<file path="src/rtl/mem_access_ctrl_if.sv">
`default_nettype none
// ============================================================================
// Module      : mem_access_ctrl_if
// Description : Data-memory request/response bus between the memory-stage
//               access sequencer (master) and the data memory (slave).
// Revision    : 1.0 - initial release
// ============================================================================
interface mem_access_ctrl_if #(
   parameter int WIDTH = 32
);
   logic             mem_req;
   logic             mem_we;
   logic [WIDTH-1:0] mem_addr;
   logic [3:0]       mem_be;
   logic [WIDTH-1:0] mem_wdata;
   logic             mem_ready;
   logic [WIDTH-1:0] mem_rdata;

   modport master (
      output mem_req, mem_we, mem_addr, mem_be, mem_wdata,
      input  mem_ready, mem_rdata
   );

   modport slave (
      input  mem_req, mem_we, mem_addr, mem_be, mem_wdata,
      output mem_ready, mem_rdata
   );
endinterface
`default_nettype wire

</file>
<file path="src/rtl/mem_access_ctrl.sv">
`default_nettype none
// ============================================================================
// Module      : mem_access_ctrl
// Description : RV32I memory-stage access sequencer: turns an M-stage
//               load/store into a held memory request, stalls the front of
//               the pipeline until the memory responds and returns the
//               extended load data. Define STALL_COUNT_EN to enable the
//               stall_cycles performance counter.
// Revision    : 1.0 - initial release
// ============================================================================
module mem_access_ctrl #(
   parameter int WIDTH   = 32,
   parameter int TIMEOUT = 255
) (
   input  wire logic             clk,
   input  wire logic             rst,
   input  wire logic [1:0]       resultsrcM,
   input  wire logic             memwriteM,
   input  wire logic [2:0]       funct3M,
   input  wire logic [WIDTH-1:0] aluresultM,
   input  wire logic [WIDTH-1:0] writedataM,
   mem_access_ctrl_if.master     mem,
   output logic                  stall_o,
   output logic                  flush_w,
   output logic [WIDTH-1:0]      loaddata_o,
   output logic                  load_valid,
   output logic                  misalign_o,
   output logic                  timeout_o,
   output logic [31:0]           stall_cycles
);

   localparam logic [1:0] c_idle    = 2'd0;
   localparam logic [1:0] c_req     = 2'd1;
   localparam logic [1:0] c_done    = 2'd2;
   localparam logic [7:0] c_timeout = 8'(TIMEOUT);

   logic [1:0]       r_state;
   logic [7:0]       r_wait_cnt;
   logic             r_is_load;
   logic [1:0]       r_size;
   logic             r_unsigned;
   logic [1:0]       r_off;

   logic             w_access;
   logic             w_misalign;
   logic             w_start;
   logic [7:0]       w_wait_next;
   logic [3:0]       w_be;
   logic [WIDTH-1:0] w_wdata;
   logic [7:0]       w_lane_b;
   logic [15:0]      w_lane_h;
   logic [WIDTH-1:0] w_ext;

   assign w_access    = memwriteM | (resultsrcM == 2'b01);
   // funct3[1] set covers both word (10) and the reserved 11, treated as word
   assign w_misalign  = ((funct3M[1:0] == 2'b01) & aluresultM[0]) |
                        (funct3M[1] & (aluresultM[1:0] != 2'b00));
   assign w_start     = (r_state == c_idle) & w_access & ~w_misalign;
   assign w_wait_next = r_wait_cnt + 8'd1;

   assign stall_o     = w_start | (r_state == c_req);
   assign flush_w     = stall_o;
   assign misalign_o  = (r_state == c_idle) & w_access & w_misalign;
   assign mem.mem_req = (r_state == c_req);

   always_comb begin
      w_be    = 4'b1111;
      w_wdata = writedataM;
      case (funct3M[1:0])
         2'b00: begin
            w_be    = 4'b0001 << aluresultM[1:0];
            w_wdata = {4{writedataM[7:0]}};
         end
         2'b01: begin
            w_be    = 4'b0011 << aluresultM[1:0];
            w_wdata = {2{writedataM[15:0]}};
         end
         default: ;
      endcase
   end

   assign w_lane_b = mem.mem_rdata[{r_off, 3'b000} +: 8];
   assign w_lane_h = r_off[1] ? mem.mem_rdata[31:16] : mem.mem_rdata[15:0];

   always_comb begin
      w_ext = mem.mem_rdata;
      case (r_size)
         2'b00:   w_ext = {{(WIDTH-8){~r_unsigned & w_lane_b[7]}}, w_lane_b};
         2'b01:   w_ext = {{(WIDTH-16){~r_unsigned & w_lane_h[15]}}, w_lane_h};
         default: ;
      endcase
   end

   always_ff @(posedge clk or posedge rst) begin
      if (rst) begin
         r_state       <= c_idle;
         r_wait_cnt    <= 8'd0;
         r_is_load     <= 1'b0;
         r_size        <= 2'b00;
         r_unsigned    <= 1'b0;
         r_off         <= 2'b00;
         mem.mem_we    <= 1'b0;
         mem.mem_addr  <= '0;
         mem.mem_be    <= 4'b0000;
         mem.mem_wdata <= '0;
         loaddata_o    <= '0;
         load_valid    <= 1'b0;
         timeout_o     <= 1'b0;
      end else begin
         load_valid <= 1'b0;
         timeout_o  <= 1'b0;
         case (r_state)
            c_idle: begin
               if (w_start) begin
                  mem.mem_addr  <= {aluresultM[WIDTH-1:2], 2'b00};
                  mem.mem_we    <= memwriteM;
                  mem.mem_be    <= w_be;
                  mem.mem_wdata <= w_wdata;
                  r_is_load     <= ~memwriteM;
                  r_size        <= funct3M[1:0];
                  r_unsigned    <= funct3M[2];
                  r_off         <= aluresultM[1:0];
                  r_wait_cnt    <= 8'd0;
                  r_state       <= c_req;
               end
            end
            c_req: begin
               r_wait_cnt <= w_wait_next;
               // ready takes priority over a timeout in the same cycle
               if (mem.mem_ready) begin
                  if (r_is_load) begin
                     loaddata_o <= w_ext;
                  end
                  load_valid <= r_is_load;
                  r_state    <= c_done;
               end else if (w_wait_next == c_timeout) begin
                  loaddata_o <= '0;
                  timeout_o  <= 1'b1;
                  r_state    <= c_done;
               end
            end
            c_done:  r_state <= c_idle;
            default: r_state <= c_idle;
         endcase
      end
   end

`ifdef STALL_COUNT_EN
   logic [31:0] r_stall_cnt;

   always_ff @(posedge clk or posedge rst) begin
      if (rst) begin
         r_stall_cnt <= 32'd0;
      end else if (stall_o) begin
         r_stall_cnt <= r_stall_cnt + 32'd1;
      end
   end

   assign stall_cycles = r_stall_cnt;
`else
   assign stall_cycles = 32'd0;
`endif

endmodule
`default_nettype wire
</file>
<file path="src/flat_wrapper.sv">
// flat-port wrapper written by rule: the top's interface ports become plain ports
module mem_access_ctrl_flat 
#(
   parameter int WIDTH   = 32,
   parameter int TIMEOUT = 255
)
  (clk, rst, resultsrcM, memwriteM, funct3M, aluresultM, writedataM, stall_o, flush_w, loaddata_o, load_valid, misalign_o, timeout_o, stall_cycles, mem_mem_req, mem_mem_we, mem_mem_addr, mem_mem_be, mem_mem_wdata, mem_mem_ready, mem_mem_rdata);
  mem_access_ctrl_if #(.WIDTH(WIDTH)) mem_i ();
  input  wire logic clk;
  input  wire logic rst;
  input  wire logic [1:0] resultsrcM;
  input  wire logic memwriteM;
  input  wire logic [2:0] funct3M;
  input  wire logic [WIDTH-1:0] aluresultM;
  input  wire logic [WIDTH-1:0] writedataM;
  output logic stall_o;
  output logic flush_w;
  output logic [WIDTH-1:0] loaddata_o;
  output logic load_valid;
  output logic misalign_o;
  output logic timeout_o;
  output logic [31:0] stall_cycles;
  output wire logic [$bits(mem_i.mem_req)-1:0] mem_mem_req;
  output wire logic [$bits(mem_i.mem_we)-1:0] mem_mem_we;
  output wire logic [$bits(mem_i.mem_addr)-1:0] mem_mem_addr;
  output wire logic [$bits(mem_i.mem_be)-1:0] mem_mem_be;
  output wire logic [$bits(mem_i.mem_wdata)-1:0] mem_mem_wdata;
  input wire logic [$bits(mem_i.mem_ready)-1:0] mem_mem_ready;
  input wire logic [$bits(mem_i.mem_rdata)-1:0] mem_mem_rdata;
  assign mem_mem_req = mem_i.mem_req;
  assign mem_mem_we = mem_i.mem_we;
  assign mem_mem_addr = mem_i.mem_addr;
  assign mem_mem_be = mem_i.mem_be;
  assign mem_mem_wdata = mem_i.mem_wdata;
  assign mem_i.mem_ready = mem_mem_ready;
  assign mem_i.mem_rdata = mem_mem_rdata;
  mem_access_ctrl #(.WIDTH(WIDTH), .TIMEOUT(TIMEOUT)) u_core (.clk(clk), .rst(rst), .resultsrcM(resultsrcM), .memwriteM(memwriteM), .funct3M(funct3M), .aluresultM(aluresultM), .writedataM(writedataM), .mem(mem_i), .stall_o(stall_o), .flush_w(flush_w), .loaddata_o(loaddata_o), .load_valid(load_valid), .misalign_o(misalign_o), .timeout_o(timeout_o), .stall_cycles(stall_cycles));
endmodule
</file>
<file path="config.mk">
export PLATFORM = sky130hd
export DESIGN_NAME = mem_access_ctrl_flat
export DESIGN_NICKNAME = d
export VERILOG_FILES = /design/src/rtl/mem_access_ctrl_if.sv /design/src/rtl/mem_access_ctrl.sv /design/src/flat_wrapper.sv
export SDC_FILE = /design/constraint.sdc
export NUM_CORES = 1
export LEC_CHECK = 0
export CORE_ASPECT_RATIO = 1.5
export CORE_MARGIN = 10
export CORE_UTILIZATION = 35
export DETAILED_ROUTE_END_ITERATION = 6
export HOLD_SLACK_MARGIN = 0.08
export PLACE_DENSITY = 0.76
export SLEW_MARGIN = 20
export SYNTH_ARGS = -nofsm -noshare
export SYNTH_HDL_FRONTEND = slang
export SYNTH_SLANG_ARGS = --single-unit
</file>
<file path="constraint.sdc">
create_clock -name clk -period 4.75 [get_ports clk]
set_input_delay 0.475 -clock clk [delete_from_list [all_inputs] [get_ports clk]]
set_output_delay 0.475 -clock clk [all_outputs]
set_load 0.05 [all_outputs]
</file>
Word level (Yosys, flattened, before mapping)
Cells that the tools add are included.
- bits in read-only memories: 0
- latch bits: 0
- memories: 0
- output and inout bits: 139
- input bits: 105
- flip-flop bits (word level): 117
- RAM bits: 0
- multiply operators: 0
- bitwise operators: 13
- shift operators: 3
- muxes and demuxes: 18
- equal/unequal tests: 8
- order comparisons: 0
- div/mod/pow operators: 0
- reductions and logical operators: 10
- add/subtract/negate cells: 1
- operators with widths (cell ; count):
    32-bit case mux with 2 select lines ; 2
    32-bit two-way mux ; 3
    32-bit by 6-bit variable part select with 8-bit output ; 1
    16-bit two-way mux ; 1
    8-bit case mux with 2 select lines ; 1
    8-bit by 1-bit adder with 8-bit output, second input constant ; 1
    2-bit by 1-bit equality test with 1-bit output, second input constant ; 4
    8-bit equality test, second input constant ; 1
    8-bit two-way mux ; 1
    4-bit case mux with 2 select lines ; 1
    1-bit bitwise AND ; 7
    2-bit zero test ; 3
    2-bit two-way mux ; 3
    2-bit AND reduction ; 3
    2-bit nonzero test ; 3
    1-bit two-way mux ; 5
    2-bit by 1-bit != test with 1-bit output, second input constant ; 2
    2-bit case mux with 2 select lines ; 1
    1-bit by 2-bit left shift with 4-bit output, first input constant ; 1
    2-bit by 2-bit left shift with 4-bit output, first input constant ; 1
    3-bit by 1-bit != test with 1-bit output, second input constant ; 1
    1-bit inverter ; 3
    1-bit bitwise OR ; 3
    3-bit AND reduction ; 1

Logic depth before layout (Yosys ltp)
- depth after elaboration: 7
- gate-level depth with buffers: 9
- gate-level depth less buffers: 7

Least setup slack after synthesis
Ideal clock, no wire load.
- path type: input to output
- start: input funct3M[0]
- end: output stall_o
- required time: 4.275 ns
- buffers on the path: 2
- arrival: 1.982 ns
- slack: 2.293 ns
- stages: 6
- cell sequence: clkbuf_1 o21ai_1 o2111ai_1 and2_1 inv_1 buf_4
- word-level cells in the longest chain between the ends: 6
- ends and longest elaborated chain (element ; line ; text):
    from (decl) ; flat_wrapper.sv:13 ; input wire logic [2:0] funct3M;
    2-bit by 1-bit equality test with 1-bit output ; mem_access_ctrl.sv:56 ; assign w_misalign = ((funct3M[1:0] == 2'b01) & aluresultM[0]) |
    1-bit bitwise AND ; mem_access_ctrl.sv:56 ;
    1-bit bitwise OR ; mem_access_ctrl.sv:56 ;
    1-bit inverter ; mem_access_ctrl.sv:58 ; assign w_start = (r_state == c_idle) & w_access & ~w_misalign;
    1-bit bitwise AND ; mem_access_ctrl.sv:58 ;
    1-bit bitwise OR ; mem_access_ctrl.sv:61 ; assign stall_o = w_start | (r_state == c_req);
    to (decl) ; flat_wrapper.sv:16 ; output logic stall_o;
Every way passes these cells.

Worst setup path after layout
- start: input resultsrcM[0]
- end: output misalign_o
- word-level cells in the longest chain between the ends: 4
- ends and longest elaborated chain (element ; line ; text):
    from (decl) ; flat_wrapper.sv:11 ; input wire logic [1:0] resultsrcM;
    2-bit by 1-bit equality test with 1-bit output ; mem_access_ctrl.sv:54 ; assign w_access = memwriteM | (resultsrcM == 2'b01);
    1-bit bitwise OR ; mem_access_ctrl.sv:54 ;
    1-bit bitwise AND (2 in a row) ; mem_access_ctrl.sv:63 ; assign misalign_o = (r_state == c_idle) & w_access & w_misalign;
    to (decl) ; flat_wrapper.sv:20 ; output logic misalign_o;
Every way passes these cells.

==> out/results.txt <==
The flow ran to the end, and the final reports show no timing, DRC or antenna violations. The power share of the combinational group is 0.456, and the number of optimization iterations in the first detailed-route pass is 5. For hold timing, the worst endpoint is u_core.mem.mem_wdata[8].

Timing analysis after detailed placement gives a worst setup slack of 1.74 ns. VDD sags by at most 0.410 mV. Sequential fraction of design power: 0.291. In the routed design, unresolved DRC markers number 0.

Entering global routing, the biggest net connects 99 pins. The total wirelength of the detailed-routed design was 19.2 mm; the flop-to-flop setup slack was 2.11 ns. The remaining max-slew budget at the tightest pin was 0.264; the number of synthesis warnings was 0. The via count of the first global-routing pass was 5411; the number of antenna violations at the first check in global routing was 1.

The cell sitting at the root of the clock tree is a clkbuf_16. The number of max-slew violations in the final report was 0; the async set-reset flop share out of synthesis was 1.00. The logs give 0 for the number of gates given a new drive strength after cts and 0.0168 mm² for the standard cell core area. At the pin with the least slew margin, the transition time is 1.10 ns.

The power density of the placed cells was 593 mW/mm². In this run the most critical hold path is launched from u_core.mem.mem_wdata[8]. Summing over every cut layer, the via total after detailed routing is 5213. The run gives 0.0229 mm² as the area enclosed by the die boundary.

The instance count of the mapped netlist was 603. The largest delay contributor family on the critical path is buffers and inverters. The fmax is 329 MHz. TritonCTS built the clock tree. After floorplanning, the core was divided into 58 placement rows. The worst register-to-register path ends at u_core.loaddata_o[27]. The buffering stage count on the worst path with inverters included is 2. The portion of total power attributed to the clock network was 0.253; the static leakage was 3.70 nW.

The number of setup buffers added after CTS was 0; the die width was 127 µm. The type of the worst setup path was input pin to primary output. Once layout is done, the placed cells without fillers occupy 0.00870 mm². The final number of hold-violating endpoints came out at 0.

For the estimated wirelength of the detail-placed design, the log shows 14.3 mm. 244 I/O pins were placed. The final critical delay including setup and external delays was 3.04 ns; the worst hold path stage count was 2. The cell that appears most often on the critical path is clkdlybuf4s50_1. Buffers inserted during clock tree synthesis total 17. Traced cell by cell, the critical path runs through clkdlybuf4s50_1 > nor2b_1 > o21ai_1 > a21oi_1 > clkdlybuf4s50_1.

The total overflow left after global routing is 0. The startpoint identified for the worst register-to-register timing path is u_core.r_state[1]. Across all setup checks in the final design, the least slack found is 1.71 ns. Post-place instance area: 0.00810 mm². After the last flow step, the layout net total stands at 901.

The worst setup path is launched from an input pin. For this design, the sink count on the clock tree is 117. The run gives 30.4 mm as the first-pass GRT wire length. The internal power consumption was 2.86 mW. After clock tree synthesis, the clock-pin slew on the worst setup and hold paths is 0.06 ns. The clock passes through at most 2 buffers. In this run, synthesis produced a sequential element count of 117. The largest fanout on the critical path was 8. The portion of the post-synthesis area used by sequential elements was 0.488; the maximum single-stage delay on the critical path was 0.85 ns. Final antenna diode count: 0. Cell type of the slowest stage on the worst timing path: clkdlybuf4s50_1. In the final layout, the multi-input gates occupy 0.00269 mm². Dividing the synthesized area by the synthesized cell count gives 9.96 µm². At the worst endpoint, the required time is 4.28 ns. The worst register-to-register path has a depth of 9. Classification of the worst-slack hold path: flip-flop to flip-flop. The number of fill cells is 1588, and the fraction of final layout cells with drive strength greater than 1 is 0.0942. Ratio of routed vias to standard cells: 5.13.

From synthesis to final layout, the design area changed by 44.9%. The ratio of final minimum period to clock period works out to 0.640. The number of synthesized flops with an enable pin was 0. After clock tree synthesis, the flow added hold-fix buffers numbering 0. Max-cap violations in this run came to 0. After detailed routing, the average wire length per cell comes to 18.9 µm. The footprint of the flip-flops and latches is 0.00293 mm². The H-tree was split into 4 levels. The congestion estimate from routability-driven global placement came to 0.870. STA classifies the critical path endpoint as a primary output. Synthesis instantiated 52 different standard cells from the library. For the worst-skew pair, the clock arrives at the later sink with an insertion delay of 0.41 ns. The most instantiated flip-flop cell in the synthesis netlist was dfrtp_1. The die is 180 µm tall.

Adding up every negative setup slack in the final design gives 0 ns. Post-synth design cell area: 0.00600 mm². STA puts the critical path data arrival time at 2.56 ns. The count of antenna-violating nets left after detailed routing was 0; the clock tree skew after final layout was 0.00922 ns. Setup violations remaining at the end of the flow were counted as 0. The worst hold slack was 0.479 ns; the combined global-route utilization of all metal layers was 0.164.

The first routing iteration left 429 violations. The switching fraction of total power was 0.445; the net switching component of the power was 2.30 mW. The total of buffers placed on input and output ports is 209. Setup repair after global routing left no endpoint under its margin. The initial core utilization was 0.357.
-- flip-flops by register name, summed over array words and instances (netlist names) --
signal,count
u_core.load_valid,1
u_core.loaddata_o,32
u_core.mem.mem_addr,30
u_core.mem.mem_be,4
u_core.mem.mem_wdata,32
u_core.mem.mem_we,1
u_core.r_is_load,1
u_core.r_off,2
u_core.r_size,2
u_core.r_state,2
u_core.r_unsigned,1
u_core.r_wait_cnt,8
u_core.timeout_o,1
-- layout make-up --
cell class / count / area share
timing repair buffer: 217 / 0.247
tap: 210 / 0.0302
inverter: 20 / 0.00891
clock buffer: 18 / 0.0493
sequential: 117 / 0.336
multi-input combinational: 421 / 0.309
clock inverter: 14 / 0.0193
-- power groups by stage --
| stage | combinational (mW) | sequential, mW | clock (mW) |
|---|---|---|---|
| 2_1_floorplan | 0.712 | 2.36 | 0 |
| 3_3_place_gp | 2.36 | 1.50 | 0 |
| 3_5_place_dp | 2.37 | 1.52 | 0 |
| 4_1_cts | 2.38 | 1.50 | 1.33 |
| 5_1_grt | 2.49 | 1.55 | 1.38 |
| 6_report | 2.35 | 1.50 | 1.30 |
-- through the flow --
stage                     std cells  power, mW  utilization
after floorplan                 636       3.08            -
after global placement          985       3.86        0.481
after detailed placement        985       3.89        0.481
after CTS                      1017       5.21        0.517
after global routing           1017       5.42        0.517
final                          1017       5.16        0.517
-- worst max path at each step --
stage	from	to	slack, ns	depth (start not counted)
2_1_floorplan	rst	u_core.load_valid	1.17	1
3_3_place_gp	resultsrcM[0]	misalign_o	1.75	5
3_5_place_dp	resultsrcM[0]	misalign_o	1.74	5
4_1_cts	resultsrcM[0]	misalign_o	1.71	5
5_1_grt	resultsrcM[0]	misalign_o	1.61	5
6_report	resultsrcM[0]	misalign_o	1.71	5
-- cell usage after synthesis (5+ instances only) --
master	instances	area (µm²)
buf_4	35	263
a2111oi_0	7	61.3
nor2b_1	10	62.6
o21ai_1	48	240
a22oi_1	6	45.0
dfrtp_1	117	2930
nand2_1	67	251
o21bai_1	6	45.0
buf_1	5	18.8
mux2_2	24	270
o21ai_0	27	135
nand3_1	18	90.1
mux2i_1	28	280
a21oi_1	17	85.1
o211ai_1	10	75.1
nor2_1	30	113
mux2_1	19	214
buf_2	7	35.0
inv_1	18	67.6
a211oi_1	16	120
nor3_1	7	35.0
clkbuf_1	28	105
a221oi_1	8	70.1
nand2b_1	6	37.5
-- logic make-up after synthesis --
family | Yosys count | synth area share
AO/OA/AOI/OAI | 164 | 0.175
XOR/XNOR | 3 | 0.00438
other | 1 | 0.000625
multiplexers | 71 | 0.127
AND/OR/NAND/NOR | 147 | 0.113
adder cells (fa/ha/maj) | 2 | 0.00417
buffers and inverters | 98 | 0.0884
flip-flops | 117 | 0.488
-- routing by layer --
metal  up-vias  global-route usage  share of wire  wire (µm)
li1       2452                   -              -          -
met1      2490               0.186           0.39       7450
met2       233               0.266           0.48       9270
met3        36              0.0707          0.098       1880
met4         2              0.0626          0.031        604
met5         -                   0        0.00036          7
-- placed cells by master (no fill, tap or decap), drive strengths merged, types with 3 or more instances in the layout --
master / synthesis / layout
inv: 20 / 26
nor3: 8 / 8
clkdlybuf4s50: 0 / 207
o21bai: 6 / 6
a22oi: 6 / 6
a221oi: 9 / 9
dfrtp: 117 / 117
clkbuf: 28 / 18
mux2: 43 / 43
buf: 50 / 10
nor2: 30 / 30
clkinv: 0 / 6
nand2b: 6 / 6
mux2i: 28 / 28
o31ai: 3 / 3
nand3: 18 / 18
nor2b: 10 / 10
a211oi: 16 / 16
o211ai: 10 / 10
conb: 1 / 34
nand2: 67 / 67
a21oi: 17 / 17
o21ai: 75 / 75
a2111oi: 7 / 7
-- worst min-delay path, delay by kind of cell, from the launching register on --
| kind | cells | cell delay [ns] |
|---|---|---|
| DFF | 1 | 0.34 |
| and+or+nand+nor | 1 | 0.05 |
| AOI/OAI and AO/OA | 1 | 0.06 |
Power figures use the tool's default switching activity.
